[src/rtl/aes_req_arbiter.sv]
// rtl/aes_req_arbiter.sv - round-robin job arbiter and sequencer sharing one aes128_core
module aes_req_arbiter #(
   parameter  int NUM_REQ = 4,
   parameter  int TIMEOUT = 255,
   localparam int IDW     = $clog2(NUM_REQ)
) (
   input  logic                   clk,
   input  logic                   rst,
   input  logic [NUM_REQ-1:0]     req_valid_i,
   input  logic [NUM_REQ*128-1:0] req_key_i,
   input  logic [NUM_REQ*128-1:0] req_pt_i,
   output logic [NUM_REQ-1:0]     req_ready_o,
   output logic [NUM_REQ-1:0]     rsp_valid_o,
   input  logic [NUM_REQ-1:0]     rsp_ready_i,
   output logic [127:0]           rsp_data_o,
   output logic                   rsp_err_o,
   output logic                   core_start_o,
   output logic [127:0]           core_key_o,
   output logic [127:0]           core_pt_o,
   input  logic                   core_ready_i,
   input  logic                   core_done_i,
   input  logic [127:0]           core_ct_i,
   output logic                   busy_o,
   output logic [IDW-1:0]         grant_id_o
);
   typedef enum logic [1:0] {S_IDLE, S_ISSUE, S_WAIT, S_RESP} state_t;

   localparam logic [IDW-1:0] LAST_IDX = IDW'(NUM_REQ - 1);
   localparam logic [15:0]    TO_LAST  = 16'(TIMEOUT - 1);

   state_t             state_q, state_d;
   logic [IDW-1:0]     last_grant_q, last_grant_d;
   logic [IDW-1:0]     grant_q, grant_d;
   logic [127:0]       key_q, key_d;
   logic [127:0]       pt_q, pt_d;
   logic [127:0]       rsp_data_q, rsp_data_d;
   logic               rsp_err_q, rsp_err_d;
   logic               start_q, start_d;
   logic               busy_q, busy_d;
   logic [NUM_REQ-1:0] rsp_valid_q, rsp_valid_d;
   logic [15:0]        cnt_q, cnt_d;

   logic [IDW-1:0]     ptr;
   logic [IDW-1:0]     win_idx;
   logic [IDW-1:0]     cand_idx;
   int                 cand;
   logic               win_found;
   logic               accept;
   logic               rsp_ready_sel;
   logic [NUM_REQ-1:0] grant_oh;
   logic [127:0]       key_sel, pt_sel;

   // Search starts one past the last served requester and wraps, giving round-robin order.
   always_comb begin
      ptr       = (last_grant_q == LAST_IDX) ? '0 : last_grant_q + 1'b1;
      win_found = 1'b0;
      win_idx   = '0;
      cand      = 0;
      cand_idx  = '0;
      for (int i = 0; i < NUM_REQ; i++) begin
         cand = int'(ptr) + i;
         if (cand >= NUM_REQ) cand = cand - NUM_REQ;
         cand_idx = IDW'(cand);
         if (!win_found && req_valid_i[cand_idx]) begin
            win_found = 1'b1;
            win_idx   = cand_idx;
         end
      end
   end

   assign accept = (state_q == S_IDLE) && !rst && core_ready_i && win_found;

   always_comb begin
      req_ready_o = '0;
      grant_oh    = '0;
      key_sel     = '0;
      pt_sel      = '0;
      for (int i = 0; i < NUM_REQ; i++) begin
         req_ready_o[i] = accept && (win_idx == IDW'(i));
         grant_oh[i]    = (grant_q == IDW'(i));
         if (win_idx == IDW'(i)) begin
            key_sel = req_key_i[i*128 +: 128];
            pt_sel  = req_pt_i[i*128 +: 128];
         end
      end
      rsp_ready_sel = |(rsp_ready_i & grant_oh);
   end

   always_comb begin
      state_d      = state_q;
      last_grant_d = last_grant_q;
      grant_d      = grant_q;
      key_d        = key_q;
      pt_d         = pt_q;
      rsp_data_d   = rsp_data_q;
      rsp_err_d    = rsp_err_q;
      rsp_valid_d  = rsp_valid_q;
      cnt_d        = cnt_q;
      start_d      = 1'b0;
      case (state_q)
         S_IDLE: begin
            if (accept) begin
               grant_d = win_idx;
               key_d   = key_sel;
               pt_d    = pt_sel;
               start_d = 1'b1;
               state_d = S_ISSUE;
            end
         end
         S_ISSUE: begin
            cnt_d   = '0;
            state_d = S_WAIT;
         end
         S_WAIT: begin
            // A done arriving on the final watchdog cycle still returns the ciphertext.
            if (core_done_i) begin
               rsp_data_d  = core_ct_i;
               rsp_err_d   = 1'b0;
               rsp_valid_d = grant_oh;
               state_d     = S_RESP;
            end else if (cnt_q == TO_LAST) begin
               rsp_data_d  = '0;
               rsp_err_d   = 1'b1;
               rsp_valid_d = grant_oh;
               state_d     = S_RESP;
            end else begin
               cnt_d = cnt_q + 16'd1;
            end
         end
         S_RESP: begin
            if (rsp_ready_sel) begin
               last_grant_d = grant_q;
               rsp_valid_d  = '0;
               state_d      = S_IDLE;
            end
         end
         default: state_d = S_IDLE;
      endcase
      busy_d = (state_d != S_IDLE);
   end

   always_ff @(posedge clk) begin
      if (rst) begin
         state_q      <= S_IDLE;
         last_grant_q <= LAST_IDX;
         grant_q      <= '0;
         key_q        <= '0;
         pt_q         <= '0;
         rsp_data_q   <= '0;
         rsp_err_q    <= 1'b0;
         rsp_valid_q  <= '0;
         cnt_q        <= '0;
         start_q      <= 1'b0;
         busy_q       <= 1'b0;
      end else begin
         state_q      <= state_d;
         last_grant_q <= last_grant_d;
         grant_q      <= grant_d;
         key_q        <= key_d;
         pt_q         <= pt_d;
         rsp_data_q   <= rsp_data_d;
         rsp_err_q    <= rsp_err_d;
         rsp_valid_q  <= rsp_valid_d;
         cnt_q        <= cnt_d;
         start_q      <= start_d;
         busy_q       <= busy_d;
      end
   end

   assign rsp_valid_o  = rsp_valid_q;
   assign rsp_data_o   = rsp_data_q;
   assign rsp_err_o    = rsp_err_q;
   assign core_start_o = start_q;
   assign core_key_o   = key_q;
   assign core_pt_o    = pt_q;
   assign busy_o       = busy_q;
   assign grant_id_o   = grant_q;

endmodule

[config.mk]
export PLATFORM = sky130hd
export DESIGN_NAME = aes_req_arbiter
export DESIGN_NICKNAME = d
export VERILOG_FILES = /design/src/rtl/aes_req_arbiter.sv
export SDC_FILE = /design/constraint.sdc
export NUM_CORES = 1
export LEC_CHECK = 0
export CORE_AREA = 2 2 608 610
export CTS_BUF_LIST = sky130_fd_sc_hd__clkbuf_4
export DETAILED_ROUTE_END_ITERATION = 10
export DIE_AREA = 0 0 610 612
export PLACE_DENSITY = 0.3
export SLEW_MARGIN = 20
export SYNTH_ARGS = -nofsm -noshare
export SYNTH_HDL_FRONTEND = slang
export SYNTH_SLANG_ARGS = --single-unit
[constraint.sdc]
create_clock -name clk -period 5.3 [get_ports clk]
set_clock_uncertainty 0.05 [all_clocks]
set_input_delay 1.06 -clock clk [delete_from_list [all_inputs] [get_ports clk]]
set_output_delay 1.06 -clock clk [all_outputs]
set_load 0.05 [all_outputs]
# Word-level counts from Yosys, hierarchy flattened
# Index checks and enable logic that the tools add are counted.
# classes
n_reduce_logical	28
n_bitwise	2
add_sub_neg	9
eq_ne	15
n_lt_le_gt_ge	8
muxes	46
# op_table
operator	count
2-to-1 mux 128 bit	10
2-to-1 mux 16 bit	2
one-hot mux 16 bit (2 select lines)	1
2-to-1 mux 2 bit	13
adder 16 x 1 -> 16 bit (second input constant)	1
equality test 16 x 8 -> 1 bit (second input constant)	1
equality test 2 bit (second input constant)	7
less-than comparator 2 x 3 -> 1 bit (second input constant)	4
2-to-1 mux 4 bit	3
2-to-1 mux 1 bit	11
logical AND 1 bit	10
>= comparator 3 bit (second input constant)	3
binary-select mux 1 bit (select 2 bit)	4
one-hot mux 2 bit (4 select lines)	1
one-hot mux 4 bit (2 select lines)	1
nonzero test 2 bit	4
subtractor 2 x 1 -> 2 bit (second input constant)	4
adder 2 x 2 -> 3 bit (second input constant)	2
equality test 2 x 1 -> 1 bit (second input constant)	3
logical NOT 2 bit	3
!= test 2 bit (second input constant)	3
AND reduction 2 bit	3
AND reduction 3 bit	2
bitwise AND 4 bit	1
8 further kinds	11
# word_totals
in_bits	1164
elab_cells	119
register_bits	413
output_inout_bits	397

# Longest topological paths before layout
# logic_depth
depth_word	21
ltp_mapped	9
depth_no_buf	7

# Worst setup path after synthesis
# Ideal clock, no wire load.
# synth_path
kind	in2out
startpoint	input port rst
endpoint	output port req_ready_o[2]
t_arrival_ns	3.052
n_path_buf	3
required_ns	4.190
setup_slack_ns	1.138
path_stages	6
path_cell_list	buf_2 or4b_1 or3_1 buf_2 buf_1 nor2_1
# synth_via
elab_chain_len	5
# synth_lines
item	line_no	text
start: declaration	8	input logic rst,
logical NOT 1 bit	71	assign accept = (state_q == S_IDLE) && !rst && core_ready_i && win_found;
logical AND 1 bit (3 in series)	71	
logical AND 1 bit	79	req_ready_o[i] = accept && (win_idx == IDW'(i));
end: declaration	12	output logic [NUM_REQ-1:0] req_ready_o,
# No other way between the ends.

# Final worst setup path
# layout_path
startpoint	register state_q[0]
endpoint	output port req_ready_o[1]
# layout_via
elab_chain_len	5
# layout_lines
item	line_no	text
start: declaration	31	state_t state_q, state_d;
start signal: assignment	156	state_q <= state_d;
logical NOT 2 bit	71	
logical AND 1 bit (3 in series)	71	
logical AND 1 bit	79	
# No other way between the ends.

==> flow_summary.toml <==
[status]
status = "finished clean"

[hold_path]
holdPathStages = 2
min_to = "rsp_data_o[19]"
hp-start = "core_ct_i[19]"
min-delay-path-class = "in2reg"

[timing]
slew_viol_final = 0
tightest_slew_ns = 1.23
setup_viol = 0
grt_setup_unrepaired = "false"
fmax_mhz = 230
fin_tns_setup_ns = 0
relSlewSlack = 0.180
hold_violations = 0
layout_min_cycle_time_ns = 4.35
timing.final.ws_setup_ns = 0.953
min_period_over_period = 0.820

[global_routing]
grt_pass1_vias = 28800
grt.overflow.total = 0
track_usage = 0.135
grt_max_degree = 144
grt_first_pass_wirelength_um = 327000
antenna_found_initial = 190

[place]
portBuffers = 1560
dp_hpwl_um = 225000
post-place-ws_ns = 0.957
gp_congestion = 0.918

[floorplanning]
dieWidth_um = 610
initial_core_util = 0.0570
num_rows = 223
core_sq_um = 367000
die_h_um = 612
ios = 1561
dieArea_sq_um = 373000

[detailed_routing]
vias = 28300
wl_met1_um = 99200
route.met3.wl_um = 27100
routed_wl_um = 264000
route.detailed.wl_per_inst_um = 28.6
drcViolationCount = 0
drt_iter0_drc = 1755
ant_nets = 0
firstDrtPassIters = 5
vias_per_cell = 3.07
top_layer_used = "met5"
met2_length_um = 132000

[logic_synthesis]
synth_edf_count = 0
synth.avg_cell_area_sq_um = 7.71
synth-simple-area-share = 0.207
synth-compound-area-share = 0.330
syn_area_sq_um = 20900
synthMuxAreaShare = 0.00251
synth_cells = 2715
ys_types = 49
syn-num-nets = 3882
synthAdderAreaFrac = 0.00179
synth_xor_area_frac = 0.00502
async_reset_ff_frac = 0
synth-main-ff-cell = "dfxtp_1"
synth-seq-cells = 413
ys_seq_area_frac = 0.395
yosysWarnings = 0
synth_top_family_by_area = "compound AO/OA/AOI/OAI gates"

[worst_setup_path]
rrSetupSlack_ns = 1.87
crit_required_ns = 4.19
rr_endpoint = "core_key_o[73]"
r2r_start = "state_q[0]"
cp_max_fo = 20
critical_path_class = "reg2out"
start_kind = "flip-flop"
endpoint_kind = "output pin"
reg2regPathDepth = 7
arrival_ns = 3.24

[clock_network]
clk_latency_ns = 1.21
cts_hold_buf = 0
clkTransAtPathRegs_ns = 0.06
clkSinkCount = 413
cts-root-buf = "clkbuf_4"
post_cts_resized = 0
post_cts_buffers = 0
htree_num_levels = 4
cts_tree = "yes"
clockBufferDepth = 4
numCtsBuffers = 161

[power_and_ir_drop]
p_total_uw = 11400
p_leak_uw = 0.0170
vdd_drop_max_mv = 0.111
power_density_nw_per_um2 = 258

[final_layout]
drive_gt1_frac = 0.119
area_delta_synth_final_pct = 111
nNetsFinal = 5418
fill_cells = 42600

[flow_run]
maxCapViolations = 0
cell usage after synthesis, types with 2 or more instances:
cell type,count,area [sq um]
a21oi_1,320,1600
a21o_1,2,15.0
or3b_2,2,17.5
mux2i_1,3,30.0
nor3_1,6,30.0
ha_1,3,37.5
inv_1,4,15.0
nand2_1,1043,3920
a211o_1,256,2240
o32ai_1,3,26.3
nor4b_1,2,17.5
nand3_1,5,25.0
buf_6,34,383
a22o_1,128,1120
o221ai_1,5,43.8
nor2_1,24,90.1
clkbuf_1,143,537
o21ai_0,2,10.0
a21oi_2,200,1750
xnor2_1,6,52.6
nand4_1,10,62.6
or3_1,3,18.8
nand3b_1,3,22.5
nor4_1,4,25.0
xor2_1,6,52.6
buf_2,52,260
buf_1,7,26.3
dfxtp_1,413,8270
and2_1,2,12.5
and4_1,2,17.5
and3_1,3,18.8
nor2b_1,2,12.5
registers in the layout (all words and copies together) (netlist names), 2 cells and up:
name,cells
core_key_o,128
core_pt_o,128
rsp_data_o,128
cnt_q,16
rsp_valid_o,4
grant_id_o,2
last_grant_q,2
state_q,2
layout make-up:
class	instances	area, sq um	share of cell area
inverter	5	18.8	0.000424
clock inverter	34	203	0.00458
sequential	413	8270	0.187
multi-input combinational	2061	11500	0.260
timing repair buffer	1609	16300	0.369
antenna	39	97.6	0.00221
clock buffer	235	1760	0.0399
tap	4837	6050	0.137
worst max-delay path by stage:
stage	from	endpoint	depth (start not counted)
after floorplan	rst	req_ready_o[2]	6
after global placement	req_valid_i[3]	core_key_o[43]	10
after detailed placement	req_valid_i[3]	core_key_o[46]	10
after CTS	state_q[0]	req_ready_o[1]	7
after global routing	state_q[0]	req_ready_o[1]	7
final	state_q[0]	req_ready_o[1]	7
cell usage in the layout, fill, tap and decap left out, drive strengths merged, types with 3 or more instances in the layout:
cell,count
clkinv,23
nor4,4
a21oi,520
nand4,10
nand3b,3
mux2i,3
o221ai,5
ha,3
xnor2,6
and3,3
nor3,6
clkdlybuf4s50,1549
clkinvlp,3
o32ai,3
o21ai,3
a22o,128
inv,11
buf,60
dfxtp,413
nor2,24
or3,3
diode,39
clkbuf,235
nand2,1043
a211o,256
xor2,6
nand3,5
cell families (layout without fill, tap and decap cells):
logic type	after synthesis	after routing
flops	413	413
xor+xnor	12	12
buf+inv	241	1883
simple gates	1117	1117
compound gates	925	925
fa+ha+maj	3	3
other cells	0	39
mux	4	4
routing by layer:
layer / GRT usage / vias to the layer above
li1: - / 12700
met1: 0.148 / 13700
met2: 0.240 / 1381
met3: 0.0605 / 453
met4: 0.0270 / 96
met5: 0 / -
where the power goes:
group	leakage [uW]	internal (uW)	switching [uW]	total (uW)
clock network	0.00117	2100	2040	4140
registers	0.00337	3360	184	3540
logic	0.0125	1500	2240	3730
through the flow:
step                area [sq um]  utilization  hold slack [ns]  cells
floorplan                  20900            -            0.399   2715
global placement           42200        0.115            0.395   8925
detailed placement         42200        0.115            0.399   8925
CTS                        44100        0.120           0.0833   9194
global route               44100        0.120            0.198   9203
finish                     44200        0.120            0.397   9233
worst max-delay path, cell delays in order, from the launching register on:
cell and delay [ns]:
dfxtp_1 0.30, buf_4 0.20, or4b_1 0.57, a21o_1 0.25
inv_2 0.15, o21ai_4 0.17, nor2_1 0.15, buf_4 0.22
Note: power is estimated with default switching activity, not from simulation.
